--- src/rtl/user_rc_cpl_parser.sv ---
// Requester-completion stream parser: unpacks completion TLPs into
// tag-addressed buffer writes and reports per-TLP completion status.
module user_rc_cpl_parser #(
    parameter int C_DATA_WIDTH        = 128,
    parameter int KEEP_WIDTH          = C_DATA_WIDTH / 32,
    parameter int AXI4_RC_TUSER_WIDTH = 75,
    parameter int TAG_WIDTH           = 5
) (
    input  logic                           user_clk,
    input  logic                           user_reset,
    input  logic [C_DATA_WIDTH-1:0]        s_axis_rc_tdata,
    input  logic [KEEP_WIDTH-1:0]          s_axis_rc_tkeep,
    input  logic                           s_axis_rc_tlast,
    input  logic                           s_axis_rc_tvalid,
    input  logic [AXI4_RC_TUSER_WIDTH-1:0] s_axis_rc_tuser,
    output logic                           buf_wr_en,
    output logic [TAG_WIDTH+9:0]           buf_wr_addr,
    output logic [C_DATA_WIDTH-1:0]        buf_wr_data,
    output logic [KEEP_WIDTH-1:0]          buf_wr_dw_en,
    output logic                           cpl_done,
    output logic [TAG_WIDTH-1:0]           cpl_tag,
    output logic [2:0]                     cpl_status,
    output logic [3:0]                     cpl_err_code,
    output logic                           cpl_ok,
    output logic                           cpl_final,
    output logic                           err_len,
    output logic [31:0]                    cpl_count,
    output logic [15:0]                    err_count
);

    typedef enum logic [1:0] {IDLE, PAYLOAD, DISCARD} state_t;

    state_t               state, state_nx;
    logic [TAG_WIDTH-1:0] tag_r, tag_nx;
    logic [2:0]           status_r, status_nx;
    logic [3:0]           code_r, code_nx;
    logic                 final_r, final_nx;
    logic                 good_r, good_nx;
    logic                 lerr_r, lerr_nx;
    logic [9:0]           offset, offset_nx;
    logic [10:0]          remaining, rem_nx;

    logic                    wr_en_nx;
    logic [TAG_WIDTH+9:0]    wr_addr_nx;
    logic [C_DATA_WIDTH-1:0] wr_data_nx;
    logic [KEEP_WIDTH-1:0]   dw_en_nx;

    logic                 ev, ev_ok, ev_lerr;
    logic [TAG_WIDTH-1:0] ev_tag;
    logic [2:0]           ev_status;
    logic [3:0]           ev_code;
    logic                 ev_final;

    logic [11:0]          d_lower;
    logic [10:0]          d_dwc;
    logic [TAG_WIDTH-1:0] d_tag;
    logic                 d_good, first;
    logic [10:0]          n_dw, take;

    // Sideband carries nothing this parser needs.
    logic unused_ok;
    assign unused_ok = ^s_axis_rc_tuser;

    assign d_lower = s_axis_rc_tdata[11:0];
    assign d_dwc   = s_axis_rc_tdata[42:32];
    assign d_tag   = s_axis_rc_tdata[64 +: TAG_WIDTH];
    assign d_good  = (s_axis_rc_tdata[45:43] == 3'd0)
                  && (s_axis_rc_tdata[15:12] == 4'd0)
                  && !s_axis_rc_tdata[46];
    assign first   = d_good && (d_dwc != 11'd0) && s_axis_rc_tkeep[3];

    // Beat decode: next state, write strobe/lanes and completion event.
    always_comb begin
        state_nx   = state;
        tag_nx     = tag_r;
        status_nx  = status_r;
        code_nx    = code_r;
        final_nx   = final_r;
        good_nx    = good_r;
        lerr_nx    = lerr_r;
        offset_nx  = offset;
        rem_nx     = remaining;
        wr_en_nx   = 1'b0;
        dw_en_nx   = '0;
        wr_addr_nx = buf_wr_addr;
        wr_data_nx = buf_wr_data;
        ev         = 1'b0;
        ev_lerr    = 1'b0;
        n_dw       = '0;
        for (int i = 0; i < KEEP_WIDTH; i++)
            n_dw = n_dw + 11'(s_axis_rc_tkeep[i]);
        take = (n_dw > remaining) ? remaining : n_dw;
        if (s_axis_rc_tvalid) begin
            unique case (state)
                IDLE: begin
                    tag_nx    = d_tag;
                    status_nx = s_axis_rc_tdata[45:43];
                    code_nx   = s_axis_rc_tdata[15:12];
                    final_nx  = s_axis_rc_tdata[30];
                    good_nx   = d_good;
                    offset_nx = d_lower[11:2] + {9'd0, first};
                    rem_nx    = d_dwc - {10'd0, first};
                    lerr_nx   = d_good && s_axis_rc_tkeep[3]
                             && (d_dwc == 11'd0);
                    if (first) begin
                        wr_en_nx         = 1'b1;
                        dw_en_nx[0]      = 1'b1;
                        wr_addr_nx       = {d_tag, d_lower[11:2]};
                        wr_data_nx       = '0;
                        wr_data_nx[31:0] = s_axis_rc_tdata[127:96];
                    end
                    if (s_axis_rc_tlast) begin
                        ev      = 1'b1;
                        ev_lerr = lerr_nx || (d_good && rem_nx != 11'd0);
                    end else begin
                        state_nx = d_good ? PAYLOAD : DISCARD;
                    end
                end
                PAYLOAD: begin
                    for (int i = 0; i < KEEP_WIDTH; i++)
                        dw_en_nx[i] = s_axis_rc_tkeep[i] && (11'(i) < take);
                    if (take != 11'd0) begin
                        wr_en_nx   = 1'b1;
                        wr_addr_nx = {tag_r, offset};
                        wr_data_nx = s_axis_rc_tdata;
                    end
                    offset_nx = offset + n_dw[9:0];
                    rem_nx    = remaining - take;
                    lerr_nx   = lerr_r || (n_dw > remaining);
                    if (s_axis_rc_tlast) begin
                        ev       = 1'b1;
                        ev_lerr  = lerr_nx || (rem_nx != 11'd0);
                        state_nx = IDLE;
                    end
                end
                DISCARD: begin
                    if (s_axis_rc_tlast) begin
                        ev       = 1'b1;
                        state_nx = IDLE;
                    end
                end
                default: state_nx = IDLE;
            endcase
        end
        ev_tag    = tag_nx;
        ev_status = status_nx;
        ev_code   = code_nx;
        ev_final  = final_nx;
        ev_ok     = good_nx && !ev_lerr;
    end

    // Register parser state, write port, completion report and counters.
    always_ff @(posedge user_clk or posedge user_reset) begin
        if (user_reset) begin
            state        <= IDLE;
            tag_r        <= '0;
            status_r     <= '0;
            code_r       <= '0;
            final_r      <= 1'b0;
            good_r       <= 1'b0;
            lerr_r       <= 1'b0;
            offset       <= '0;
            remaining    <= '0;
            buf_wr_en    <= 1'b0;
            buf_wr_addr  <= '0;
            buf_wr_data  <= '0;
            buf_wr_dw_en <= '0;
            cpl_done     <= 1'b0;
            cpl_tag      <= '0;
            cpl_status   <= '0;
            cpl_err_code <= '0;
            cpl_ok       <= 1'b0;
            cpl_final    <= 1'b0;
            err_len      <= 1'b0;
            cpl_count    <= '0;
            err_count    <= '0;
        end else begin
            state        <= state_nx;
            tag_r        <= tag_nx;
            status_r     <= status_nx;
            code_r       <= code_nx;
            final_r      <= final_nx;
            good_r       <= good_nx;
            lerr_r       <= lerr_nx;
            offset       <= offset_nx;
            remaining    <= rem_nx;
            buf_wr_en    <= wr_en_nx;
            buf_wr_addr  <= wr_addr_nx;
            buf_wr_data  <= wr_data_nx;
            buf_wr_dw_en <= dw_en_nx;
            cpl_done     <= ev;
            err_len      <= ev && ev_lerr;
            if (ev) begin
                cpl_tag      <= ev_tag;
                cpl_status   <= ev_status;
                cpl_err_code <= ev_code;
                cpl_ok       <= ev_ok;
                cpl_final    <= ev_final;
                cpl_count    <= cpl_count + 32'd1;
                if (!ev_ok && err_count != 16'hFFFF)
                    err_count <= err_count + 16'd1;
            end
        end
    end

endmodule

--- config.mk ---
export PLATFORM = sky130hd
export DESIGN_NAME = user_rc_cpl_parser
export DESIGN_NICKNAME = d
export VERILOG_FILES = /design/src/rtl/user_rc_cpl_parser.sv
export SDC_FILE = /design/constraint.sdc
export NUM_CORES = 1
export LEC_CHECK = 0
export CORE_ASPECT_RATIO = 1.1
export CORE_MARGIN = 3
export CORE_UTILIZATION = 30
export DETAILED_ROUTE_END_ITERATION = 7
export HOLD_SLACK_MARGIN = 0.15
export SYNTH_ARGS = -nofsm -noshare
export SYNTH_HDL_FRONTEND = slang
export SYNTH_SLANG_ARGS = --single-unit
--- constraint.sdc ---
create_clock -name user_clk -period 10.1 [get_ports user_clk]
set_input_delay 1.515 -clock user_clk [delete_from_list [all_inputs] [get_ports user_clk]]
set_output_delay 1.515 -clock user_clk [all_outputs]
set_load 0.1 [all_outputs]
### After elaboration in Yosys (flattened, before gate mapping)

Index checks and enable logic that the tools add are counted.

| word-level totals | value |
|---|---|
| register bits | 250 |
| bits of input ports | 211 |
| output and inout port bits | 212 |
| word-level logic and storage cells | 116 |

| cells by class | value |
|---|---|
| add/subtract/negate cells | 9 |
| order comparisons | 5 |
| equality and inequality tests | 7 |
| multiplexer cells | 38 |
| reductions and logical operators | 35 |

Operator list:

| cell | count |
|---|---|
| 2-to-1 mux 128 bit | 2 |
| case mux 128 bit (2 select lines) | 1 |
| nonzero test 11 bit | 4 |
| adder 32 x 1 -> 32 bit (second input constant) | 1 |
| 2-to-1 mux 15 bit | 2 |
| case mux 15 bit (2 select lines) | 1 |
| < comparator 1 x 11 -> 1 bit (first input constant) | 2 |
| < comparator 2 x 11 -> 1 bit (first input constant) | 2 |
| case mux 11 bit (2 select lines) | 1 |
| case mux 10 bit (2 select lines) | 1 |
| adder 16 x 1 -> 16 bit (second input constant) | 1 |
| != test 16 bit (second input constant) | 1 |
| logical AND 1 bit | 14 |
| 2-to-1 mux 1 bit | 13 |
| 2-to-1 mux 4 bit | 3 |
| > comparator 4 x 11 -> 1 bit | 1 |
| zero test 11 bit | 1 |
| 2-to-1 mux 11 bit | 1 |
| subtractor 11 x 1 -> 11 bit | 1 |
| subtractor 11 bit | 1 |
| adder 10 x 1 -> 10 bit | 1 |
| adder 10 x 4 -> 10 bit | 1 |
| 2-to-1 mux 5 bit | 2 |
| 2-to-1 mux 3 bit | 3 |
| 21 further kinds | 33 |

### Logic depth before layout (Yosys ltp)

| logic depth | value |
|---|---|
| depth in word-level cells | 17 |
| mapped depth | 19 |
| mapped depth without buffers | 18 |

### Worst setup path before layout

OpenSTA, ideal clock, no wires.

| path | value |
|---|---|
| path kind | input to register |
| start | input s_axis_rc_tkeep[0] |
| end | register err_count[1] |
| library setup time | 0.128 ns |
| arrival time | 5.872 ns |
| required time | 9.972 ns |
| slack | 4.099 ns |
| cell stages on the path | 16 |
| path through | fa_1 -> ha_1 -> ha_1 -> ha_1 -> nor2b_1 -> o22ai_1 -> a211oi_4 -> mux2i_1 -> inv_1 -> fa_1 -> xnor2_1 -> or4_4 -> a2111oi_4 -> o31ai_4 -> nand2_1 -> mux2_1 |

| on the way | value |
|---|---|
| longest elaborated chain between the ends | 16 |

RTL lines:

| what | line | RTL |
|---|---|---|
| start, declared | 12 | `input logic [KEEP_WIDTH-1:0] s_axis_rc_tkeep,` |
| adder 1 x 1 -> 2 bit * | 91 | `n_dw = n_dw + 11'(s_axis_rc_tkeep[i]);` |
| adder 2 x 1 -> 3 bit * | 91 |  |
| adder 3 x 1 -> 4 bit * | 91 |  |
| > comparator 4 x 11 -> 1 bit | 92, 129 |  |
| 2-to-1 mux 11 bit | 92 | `take = (n_dw > remaining) ? remaining : n_dw;` |
| subtractor 11 bit | 128 | `rem_nx = remaining - take;` |
| nonzero test 11 bit | 132 | `ev_lerr = lerr_nx \|\| (rem_nx != 11'd0);` |
| logical OR 1 bit * | 132 |  |
| 2-to-1 mux 1 bit * | 130 | `if (s_axis_rc_tlast) begin` |
| case mux 1 bit (2 select lines) * | 94 | `unique case (state)` |
| 2-to-1 mux 1 bit * | 93 | `if (s_axis_rc_tvalid) begin` |
| zero test 1 bit * | 149 | `ev_ok = good_nx && !ev_lerr;` |
| logical AND 1 bit * | 149 |  |
| zero test 1 bit * | 200 | `if (!ev_ok && err_count != 16'hFFFF)` |
| logical AND 1 bit * | 200 |  |
| AND reduction 2 bit (no line) * | - |  |
| end signal, assigned | 201 | `err_count <= err_count + 16'd1;` |
| end, declared | 28 | `output logic [15:0] err_count` |

Mark *: on every way between the ends. The rest lies on a longest branch, timed or not.
A chain may end at the register's enable or synchronous reset.

### Worst setup path in the final report

| path | value |
|---|---|
| start | input s_axis_rc_tkeep[3] |
| end | register err_count[1] |

| on the way | value |
|---|---|
| longest elaborated chain between the ends | 14 |

RTL lines:

| what | line |
|---|---|
| adder 3 x 1 -> 4 bit | 91 |
| > comparator 4 x 11 -> 1 bit | 92, 129 |
| 2-to-1 mux 11 bit | 92 |
| subtractor 11 bit | 128 |
| nonzero test 11 bit | 132 |
| logical OR 1 bit | 132 |
| 2-to-1 mux 1 bit | 130 |
| case mux 1 bit (2 select lines) * | 94 |
| 2-to-1 mux 1 bit * | 93 |
| zero test 1 bit * | 149 |
| logical AND 1 bit * | 149 |
| zero test 1 bit * | 200 |
| logical AND 1 bit * | 200 |
| AND reduction 2 bit (no line) * | - |

Marked as above.

==> flow_summary.json <==
{
  "synth_cells": 1028,
  "synthTopCellsByArea": "dfrtp_1 (55%), a22o_1 (7.6%), nand2_1 (4.9%)",
  "hold_buffers": 0,
  "clk_path_buf_depth": 3,
  "num_vias": 9024,
  "drcViolationCount": 0,
  "globalRouteOverflowTotal": 0,
  "grt_pass1_wl_mm": 55.03,
  "maxSlewViolCount": 0,
  "synth_top_area_frac": 0.5499,
  "start_util": 0.3049,
  "placeableCoreArea_um2": 37310,
  "holdWs_ns": 0.4744,
  "rsz0062_at_grt": "false",
  "dp_hpwl_mm": 25.08,
  "post-cts-setup-buffers": 0,
  "worst_slew_pin_slew_ns": 1.082,
  "whs_path_depth": 1,
  "setup_viol": 0,
  "cp_cell_sequence": "clkdlybuf4s50_1 > fa_1 > ha_1 > ha_1 > ha_1 > nor2b_1 > o22ai_1 > a211oi_4 > mux2i_1 > ha_1 > nor2b_1 > or3_1 > xnor2_1 > a2111oi_4 > o31ai_4 > nand2_1 > mux2_1",
  "cp_max_fo": 16,
  "grt.total_usage": 0.1726,
  "yosys_register_bits": 250,
  "reg2regPathDepth": 12,
  "clock_latency_ns": 0.55,
  "port_buffers": 347,
  "dr.pass1.iters": 5,
  "drt_iter0_drc": 433,
  "place.gp.congestion": 0.8142,
  "drive_above_1_share": 0.06899,
  "cts_buffers": 28,
  "grt_pass1_vias": 9314,
  "synth_warnings": 0,
  "worst_path_most_repeated_cell": "ha_1",
  "status": "completed",
  "skew_ns": 0.008824,
  "routedWlPerCell_um": 18.98,
  "wl_mm": 35.52,
  "final_util": 0.4367,
  "finalCriticalPeriod_ns": 6.976,
  "min_period_over_period": 0.6907,
  "dieWidth_um": 191.7,
  "syn_to_final_growth_pct": 43.25,
  "critical_path_class": "in -> reg",
  "synth-seq-area-share": 0.5499,
  "cpLargestDelayFamily": "adder cells",
  "yosys.area.top_type": "dfrtp_1",
  "slowest_stage": "o31ai_4",
  "cp-end-kind": "flip-flop",
  "hp-class": "reg -> reg",
  "vdd_ir_drop_max_v": 0.0001482,
  "fillers": 3547,
  "yosys.cell_types.count": 61,
  "syn-cell-area_um2": 11380,
  "cts_tree": "built",
  "multi_input_area_um2": 4780,
  "cp_data_arrival_time_ns": 7.40,
  "clock-sinks": 250,
  "synth_most_common_cell": "dfrtp_1",
  "relSlewSlack": 0.2767,
  "grt_max_degree": 127,
  "post_drt_via_cell_ratio": 4.821,
  "ys_async_sr_fraction": 1.000,
  "power_density_nw_per_um2": 263.5,
  "die_height_um": 210.2,
  "drtAntennaViolNets": 0,
  "finalSetupTns_ns": 0,
  "cts-resized-gates": 0,
  "avgSynthCellArea_um2": 11.07,
  "io_pins": 423,
  "p_leak_nw": 6.838,
  "synth_enable_flop_cells": 0,
  "antenna_found_initial": 3,
  "crit_buf_inv": 1,
  "fp-row-count": 74,
  "critPathLaunchType": "input port",
  "hold_viol_final": 0,
  "crit_path_max_incr_delay_ns": 0.79,
  "maxCapViolations": 0,
  "cts_root_buffer": "clkbuf_16",
  "htree_levels": 1,
  "path_depth": 17,
  "required_ns": 10.53,
  "die_area_um2": 40290,
  "max_freq_mhz": 143.3,
  "power_mw": 4.293,
  "synth_nets": 1261,
  "synth_ff_type": "dfrtp_1",
  "layout.nets": 1588,
  "regArea_um2": 6256,
  "synthTopCellsByCount": "dfrtp_1 (250), nand2_1 (150), a22o_1 (99)",
  "path_clk_slew_ns": 0.06
}
-- state kept, by name (all words and copies together), names as in the netlist, 4 cells and up --
register and flops:
buf_wr_addr 15, cpl_count 32, code_r 4, cpl_err_code 4, buf_wr_dw_en 4, buf_wr_data 128
err_count 16, tag_r 5, offset 10, cpl_tag 5, remaining 11
-- placed cells by master, fill, tap and decap left out, drive strengths merged, types with 6 or more instances in the layout --
cell	netlist	routed
clkdlybuf4s50	0	347
dfrtp	250	250
nand2	150	150
a22o	99	99
o21ai	71	71
mux2i	52	52
xnor2	48	48
nor2	36	36
clkbuf	33	36
a21oi	34	34
nand3	22	22
nand4	19	19
ha	19	19
inv	18	19
xor2	18	18
mux2	15	15
and3	14	14
nor3	12	12
buf	28	11
clkinv	2	11
or3	10	10
nand2b	8	8
o22ai	6	6
-- power breakdown --
part           internal [mW]  leakage, nW  switching, mW  total, mW
registers               1.20         3.28          0.154       1.35
logic                  0.453         3.06           1.37       1.83
clock network          0.676        0.495          0.436       1.11
total                   2.33         6.84           1.96       4.29
-- stage by stage --
step	setup WS (ns)	instances	area [um^2]
3_3_place_gp	2.621	1819	15290
4_1_cts	3.173	1871	16290
3_5_place_dp	2.610	1819	15290
5_1_grt	2.826	1871	16290
6_report	3.124	1872	16300
2_1_floorplan	1.713	1028	11380
-- per-layer routing --
metal | GRT usage | up-vias | wire (um) | share of wire
li1 | - | 4325 | - | -
met1 | 0.2212 | 4414 | 15070 | 0.42
met2 | 0.2962 | 236 | 17670 | 0.50
met3 | 0.04042 | 43 | 2108 | 0.059
met4 | 0.03999 | 6 | 631 | 0.018
met5 | 0 | - | 38 | 0.0011
-- cells by family after synthesis --
kind of cell | count (synthesis) | share of synthesized area
buffers and inverters | 81 | 0.03234
flip-flops | 250 | 0.5499
AO/OA/AOI/OAI | 242 | 0.1529
adder cells (fa/ha/maj) | 22 | 0.02618
multiplexers | 67 | 0.06060
XOR/XNOR | 66 | 0.05081
AND/OR/NAND/NOR | 300 | 0.1273
-- worst paths after layout --
check,start,end,slack (ns)
setup reg to reg,remaining[5],err_count[1],5.21
max in group asynchronous,user_reset,err_count[6],7.02
min in group asynchronous,user_reset,buf_wr_data[2],1.55
setup / recovery,s_axis_rc_tkeep[3],err_count[1],3.12
hold / removal,cpl_count[31],cpl_count[31],0.47
hold reg to reg,cpl_count[31],cpl_count[31],0.47
-- final cells by class --
| class | instances | area share |
|---|---|---|
| Sequential cell | 250 | 0.3839 |
| Timing Repair Buffer | 358 | 0.2182 |
| Inverter | 20 | 0.005068 |
| Antenna cell | 1 | 0.0001536 |
| Clock buffer | 36 | 0.04799 |
| Clock inverter | 16 | 0.01344 |
| Multi-Input combinational cell | 697 | 0.2933 |
| Tap cell | 494 | 0.03793 |
Note: power is estimated with default switching activity, not from simulation.
